File: src/rtl/channel_deskew_pkg.sv
// channel_deskew_pkg
//   Shared definitions for the channel deskew block: default geometry and the
//   acquisition FSM state encoding.
package channel_deskew_pkg;

  localparam int N_DEF        = 10;
  localparam int CH_DEF       = 3;
  localparam int MAX_SKEW_DEF = 3;

  typedef enum logic [1:0] {
    SEARCH  = 2'd0,
    COLLECT = 2'd1,
    LOAD    = 2'd2,
    LOCKED  = 2'd3
  } state_t;

endpackage

File: src/rtl/channel_deskew_var_delay.sv
// channel_deskew_var_delay
//   Programmable delay line for one channel: circular buffer plus output
//   register. odata follows idata by exactly 1+delay ce-cycles.
// Ports
//   clk, rst  clock, synchronous active-high reset
//   ce        clock enable; ce=0 freezes buffer, pointer and output
//   delay     extra delay in ce-cycles (0..DEPTH-1)
//   idata     {mark, data} input
//   odata     {mark, data} output, registered
module channel_deskew_var_delay #(
  parameter int W     = 11,
  parameter int DEPTH = 4,
  parameter int AW    = 2
) (
  input  logic          clk,
  input  logic          rst,
  input  logic          ce,
  input  logic [AW-1:0] delay,
  input  logic [W-1:0]  idata,
  output logic [W-1:0]  odata
);

  localparam logic [AW:0] DEPTH_W = (AW+1)'(DEPTH);

  logic [W-1:0]  mem [DEPTH];
  logic [AW-1:0] wp;
  logic [AW-1:0] rp;
  logic [AW:0]   sum;
  logic [W-1:0]  rd;

  // mem[wp-1] holds the previous ce-cycle's input, so reading wp-delay gives
  // delay cycles of history; delay=0 bypasses the buffer straight into odata.
  always_comb begin
    sum = {1'b0, wp} + DEPTH_W - {1'b0, delay};
    if (sum >= DEPTH_W) sum = sum - DEPTH_W;
    rp = sum[AW-1:0];
    rd = (delay == '0) ? idata : mem[rp];
  end

  always_ff @(posedge clk) begin
    if (rst) begin
      wp    <= '0;
      odata <= '0;
      for (int i = 0; i < DEPTH; i++) mem[i] <= '0;
    end else if (ce) begin
      mem[wp] <= idata;
      wp      <= (wp == AW'(DEPTH - 1)) ? '0 : wp + 1'b1;
      odata   <= rd;
    end
  end

endmodule

File: src/rtl/channel_deskew.sv
// channel_deskew
//   Measures the arrival offset of one alignment mark per channel and delays
//   each channel so that all marks leave together.
// Ports
//   clk, rst  clock, synchronous active-high reset
//   ce        clock enable for all state
//   resync    force re-acquisition (with ce=1)
//   in_data   CH channels of N bits, channel k at [k*N +: N]
//   in_mark   one alignment mark per channel
//   out_data  deskewed data, registered
//   out_mark  deskewed marks, registered
//   aligned   high while LOCKED
//   skew_err  one-cycle pulse on acquisition timeout or loss of lock
//
// state   | meaning
// SEARCH  | idle, waiting for the first mark of a set
// COLLECT | counting ce-cycles, recording each channel's first arrival
// LOAD    | delays computed from arrivals, take effect next cycle
// LOCKED  | aligned; watching out_mark for misalignment
module channel_deskew
  import channel_deskew_pkg::*;
#(
  parameter int N        = N_DEF,
  parameter int CH       = CH_DEF,
  parameter int MAX_SKEW = MAX_SKEW_DEF
) (
  input  logic          clk,
  input  logic          rst,
  input  logic          ce,
  input  logic          resync,
  input  logic [N*CH-1:0] in_data,
  input  logic [CH-1:0] in_mark,
  output logic [N*CH-1:0] out_data,
  output logic [CH-1:0] out_mark,
  output logic          aligned,
  output logic          skew_err
);

  localparam int AW = $clog2(MAX_SKEW + 1);
  localparam logic [AW:0] MAX_W = (AW+1)'(MAX_SKEW);

  state_t        state;
  logic [AW-1:0] cnt;
  logic [CH-1:0] seen;
  logic [AW-1:0] arr [CH];
  logic [AW-1:0] dly [CH];
  logic [N:0]    od  [CH];

  logic [CH-1:0] seen_nx;
  logic [AW:0]   cnt_inc;
  logic [AW-1:0] arr_max;

  always_comb begin
    seen_nx = seen | in_mark;
    cnt_inc = {1'b0, cnt} + 1'b1;
    arr_max = '0;
    for (int k = 0; k < CH; k++)
      if (arr[k] > arr_max) arr_max = arr[k];
  end

  always_ff @(posedge clk) begin
    if (rst) begin
      state    <= SEARCH;
      cnt      <= '0;
      seen     <= '0;
      aligned  <= 1'b0;
      skew_err <= 1'b0;
      for (int k = 0; k < CH; k++) begin
        arr[k] <= '0;
        dly[k] <= '0;
      end
    end else if (ce) begin
      skew_err <= 1'b0;
      if (resync) begin
        state   <= SEARCH;
        aligned <= 1'b0;
      end else begin
        case (state)
          SEARCH: begin
            if (|in_mark) begin
              cnt  <= '0;
              seen <= in_mark;
              for (int k = 0; k < CH; k++) arr[k] <= '0;
              state <= (&in_mark) ? LOAD : COLLECT;
            end
          end
          COLLECT: begin
            for (int k = 0; k < CH; k++)
              if (in_mark[k] && !seen[k]) arr[k] <= cnt_inc[AW-1:0];
            seen <= seen_nx;
            if (&seen_nx) begin
              state <= LOAD;
            end else if (cnt_inc >= MAX_W) begin
              // the next arrival would exceed MAX_SKEW, so give up now
              skew_err <= 1'b1;
              state    <= SEARCH;
            end else begin
              cnt <= cnt_inc[AW-1:0];
            end
          end
          LOAD: begin
            for (int k = 0; k < CH; k++) dly[k] <= arr_max - arr[k];
            aligned <= 1'b1;
            state   <= LOCKED;
          end
          LOCKED: begin
            if ((|out_mark) && !(&out_mark)) begin
              skew_err <= 1'b1;
              aligned  <= 1'b0;
              state    <= SEARCH;
            end
          end
          default: state <= SEARCH;
        endcase
      end
    end
  end

  for (genvar k = 0; k < CH; k++) begin : g_ch
    channel_deskew_var_delay #(
      .W     (N + 1),
      .DEPTH (MAX_SKEW + 1),
      .AW    (AW)
    ) u_dly (
      .clk   (clk),
      .rst   (rst),
      .ce    (ce),
      .delay (dly[k]),
      .idata ({in_mark[k], in_data[k*N +: N]}),
      .odata (od[k])
    );
    assign out_data[k*N +: N] = od[k][N-1:0];
    assign out_mark[k]        = od[k][N];
  end

endmodule

File: config.mk
export PLATFORM = sky130hd
export DESIGN_NAME = channel_deskew
export DESIGN_NICKNAME = d
export VERILOG_FILES = /design/src/rtl/channel_deskew_pkg.sv /design/src/rtl/channel_deskew_var_delay.sv /design/src/rtl/channel_deskew.sv
export SDC_FILE = /design/constraint.sdc
export NUM_CORES = 1
export LEC_CHECK = 0
export CAP_MARGIN = 30
export CORE_MARGIN = 4
export CORE_UTILIZATION = 40
export DETAILED_ROUTE_END_ITERATION = 7
export SLEW_MARGIN = 10
export SYNTH_ARGS = -nofsm -noshare
export SYNTH_HDL_FRONTEND = slang
export SYNTH_SLANG_ARGS = --single-unit
File: constraint.sdc
create_clock -name clk -period 2.9 [get_ports clk]
set_input_delay 0.87 -clock clk [delete_from_list [all_inputs] [get_ports clk]]
set_output_delay 0.87 -clock clk [all_outputs]
set_load 0.05 [all_outputs]
==> results.toml <==
[die]
io_pins = 72
start_util_pct = 40.9
die_x_um = 163
core_area_sq_um = 23500
die-area_sq_um = 26600
rows = 56
die_y_um = 163

[place]
dp_hpwl_um = 14500
place_worst_setup_slack_ns = 0.200
io_buffers = 71
place_congestion = 0.793

[worst_setup_path]
path_delay_family = "buffers and inverters"
cp-startpoint = "g_ch[0].u_dly.odata[10]$_SDFFE_PP0P_"
path_buf_inv = 1
startpoint_type = "flip-flop"
r2r_end = "dly[0][3]$_SDFFCE_PN0P_"
cpMaxStageDelayCell = "clkdlybuf4s50_1"
critical_path_cell_count = 1
crit_chain = "clkdlybuf4s50_1"
worstSetupPathType = "flip-flop to output pin"
cp.arrival_ns = 1.80
endpoint_kind = "output pin"
critPathCapture = "out_mark[0]"
reg2reg_depth = 11
cpPeakStageDelay_ns = 0.87
required_ns = 2.03
worstReg2RegStart = "arr[0][2]$_DFFE_PP_"
reg2reg_slack_ns = 0.30
worst-path-max-fanout = 4

[worst_hold_path]
worstHoldPathType = "flip-flop to flip-flop"
hold_start = "skew_err$_SDFFE_PP0P_"

[global_routing]
grt_usage_pct = 17.4
antenna_found_initial = 0
grt_max_degree = 37
use_met3_pct = 2.70
grt_most_used_layer = "met2"
met1_usage_pct = 24.1
grt_pass1_wl_um = 36200
grt_use_met2_pct = 28.1
grt-ovfl-total = 0
grt_pass1_vias = 6653

[power_and_ir_drop]
seq_power_share_pct = 48.2
power.density_nw_per_um2 = 591
p_switching_w = 0.00188
p_int_w = 0.00483
switching_share_pct = 28.0
clockPowerShare_pct = 34.4
combPwrFrac_pct = 17.4
total_leakage_power_nw = 4.25
peakVddDrop_mv = 0.435

[timing]
slew_headroom_pct = 45.8
fin_skew_ns = 0.0120
setup_tns_ns = 0
finalCritPeriodShare_pct = 92.1
clock.fmax_mhz = 375
layout_min_cycle_time_ns = 2.67
finalSetupViolCount = 0
tightest_slew_ns = 0.812
fin_ws_ns = 0.230
slew_viol_final = 0
rsz0062_at_grt = "no"
finalHoldViolations = 0

[detailed_routing]
via_per_inst = 5.35
antenna_left = 0
wl_per_cell_um = 17.9
dr.pass1.iters = 5
route.detailed.drc = 0
drtIter0Drc = 510
routed-via-count = 6687
wirelength_um = 22300

[logic_synthesis]
yosysTopAreaCell = "edfxtp_1"
synth_top_area_share_pct = 44.9
seq_area_frac_synth_pct = 54.9
syn_inst = 852
yosysUniqueCellTypes = 49
avgSynthCellArea_sq_um = 11.3
async_flop_share_pct = 0
synth-edff-count = 144
synth_nets = 904
synth_warnings = 0
synthesis.area_sq_um = 9620
yosys-top-cells-area = "edfxtp_1, dfxtp_1, and2_1"
synth-main-ff-cell = "edfxtp_1"
synth-seq-cells = 192

[layout]
final_cell_mix = "edfxtp_1, and2_1, clkdlybuf4s50_1"
final_common_cell = "edfxtp_1"
area_growth_pct = 17.9
nets = 969
nFillCells = 2188
n_antenna_cell = 0
drive_above_1_share_pct = 10.6

[clocking]
clk_pin_slew_worst_paths_ns = 0.07
cts_tree = "yes"
cts_resized = 0
clkLatencyLatePin_ns = 0.43
htree_levels = 4
cts-buffers-inserted = 17
ctsHoldBuffers = 0
cts_buffer_depth = 2
clock_sinks = 192
postCtsSetupBuffers = 0
clk_root_buffer_cell = "clkbuf_16"

[run]
maxCapViolCount = 0

[outcome]
status = "finished, final reports clean"
[worst min-delay path by stage]
stage | endpoint | slack, ns | depth (start not counted)
2_1_floorplan | seen[1]$_SDFFE_PP0P_ | 0.46 | 1
3_3_place_gp | g_ch[2].u_dly.odata[8]$_SDFFE_PP0P_ | 0.49 | 2
3_5_place_dp | seen[1]$_SDFFE_PP0P_ | 0.50 | 1
4_1_cts | skew_err$_SDFFE_PP0P_ | 0.52 | 2
5_1_grt | skew_err$_SDFFE_PP0P_ | 0.54 | 2
6_report | skew_err$_SDFFE_PP0P_ | 0.51 | 2
[power groups by stage]
| stage | clock network (W) | registers, W | logic (W) |
|---|---|---|---|
| after CTS | 0.00237 | 0.00323 | 0.00117 |
| after global routing | 0.00248 | 0.00326 | 0.00127 |
| after floorplan | 0 | 0.00340 | 0.000678 |
| after global placement | 0 | 0.00329 | 0.00116 |
| final | 0.00231 | 0.00323 | 0.00117 |
| after detailed placement | 0 | 0.00330 | 0.00117 |
[state kept, by name (all words and copies together), names as in the netlist, 2 cells and up]
signal and flops:
g_ch.u_dly.mem 132, g_ch.u_dly.odata 33, arr 6, dly 6, g_ch.u_dly.wp 6, seen 3
cnt 2, state 2
[worst reg2reg max path, delay by kind of cell (launching register included)]
kind,cells,cell delay [ns]
buf+inv,1,0.13
fa+ha+maj,2,0.51
xor+xnor,1,0.17
compound gates,2,0.50
simple gates,5,0.63
flops,1,0.42
[layout make-up]
class	instances	area [sq um]	area share, %
Tap cell	319	399	3.52
Clock inverter	15	149	1.31
Multi-Input combinational cell	585	4060	35.8
Inverter	12	45.0	0.397
Timing Repair Buffer	109	986	8.69
Clock buffer	17	425	3.75
Sequential cell	192	5290	46.6
[routing by layer]
layer	routed length, um	up-vias
li1	-	3262
met1	10600	3268
met2	10500	137
met3	848	20
met4	301	0
met5	0	-
[cell usage after synthesis, drive strengths merged (9+ instances only)]
master / count
clkbuf: 51
nor2b: 39
o32ai: 17
nor3: 45
buf: 12
inv: 12
a211oi: 17
or2: 9
mux2i: 57
ha: 15
nor2: 36
nand2: 15
o21ai: 25
edfxtp: 144
nand2b: 17
o22ai: 15
o22a: 9
and2: 132
a31oi: 15
dfxtp: 48
a21oi: 58
[cells by family after synthesis]
group	count (synthesis)	share of synthesized area, %
compound gates	180	12.0
buf+inv	75	3.20
flops	192	54.9
simple gates	312	18.4
xor+xnor	13	1.65
mux	65	7.80
fa+ha+maj	15	1.95
[per-stage QoR]
stage               power (W)  instance area [sq um]  hold slack (ns)  std cells  util, %
floorplan             0.00408                   9620            0.458        852        -
global placement      0.00445                  10800            0.488       1217     45.7
detailed placement    0.00446                  10800            0.496       1217     45.7
CTS                   0.00677                  11300            0.518       1249     48.2
global route          0.00701                  11300            0.536       1249     48.2
finish                0.00671                  11300            0.510       1249     48.2
Power figures use the tool's default switching activity.
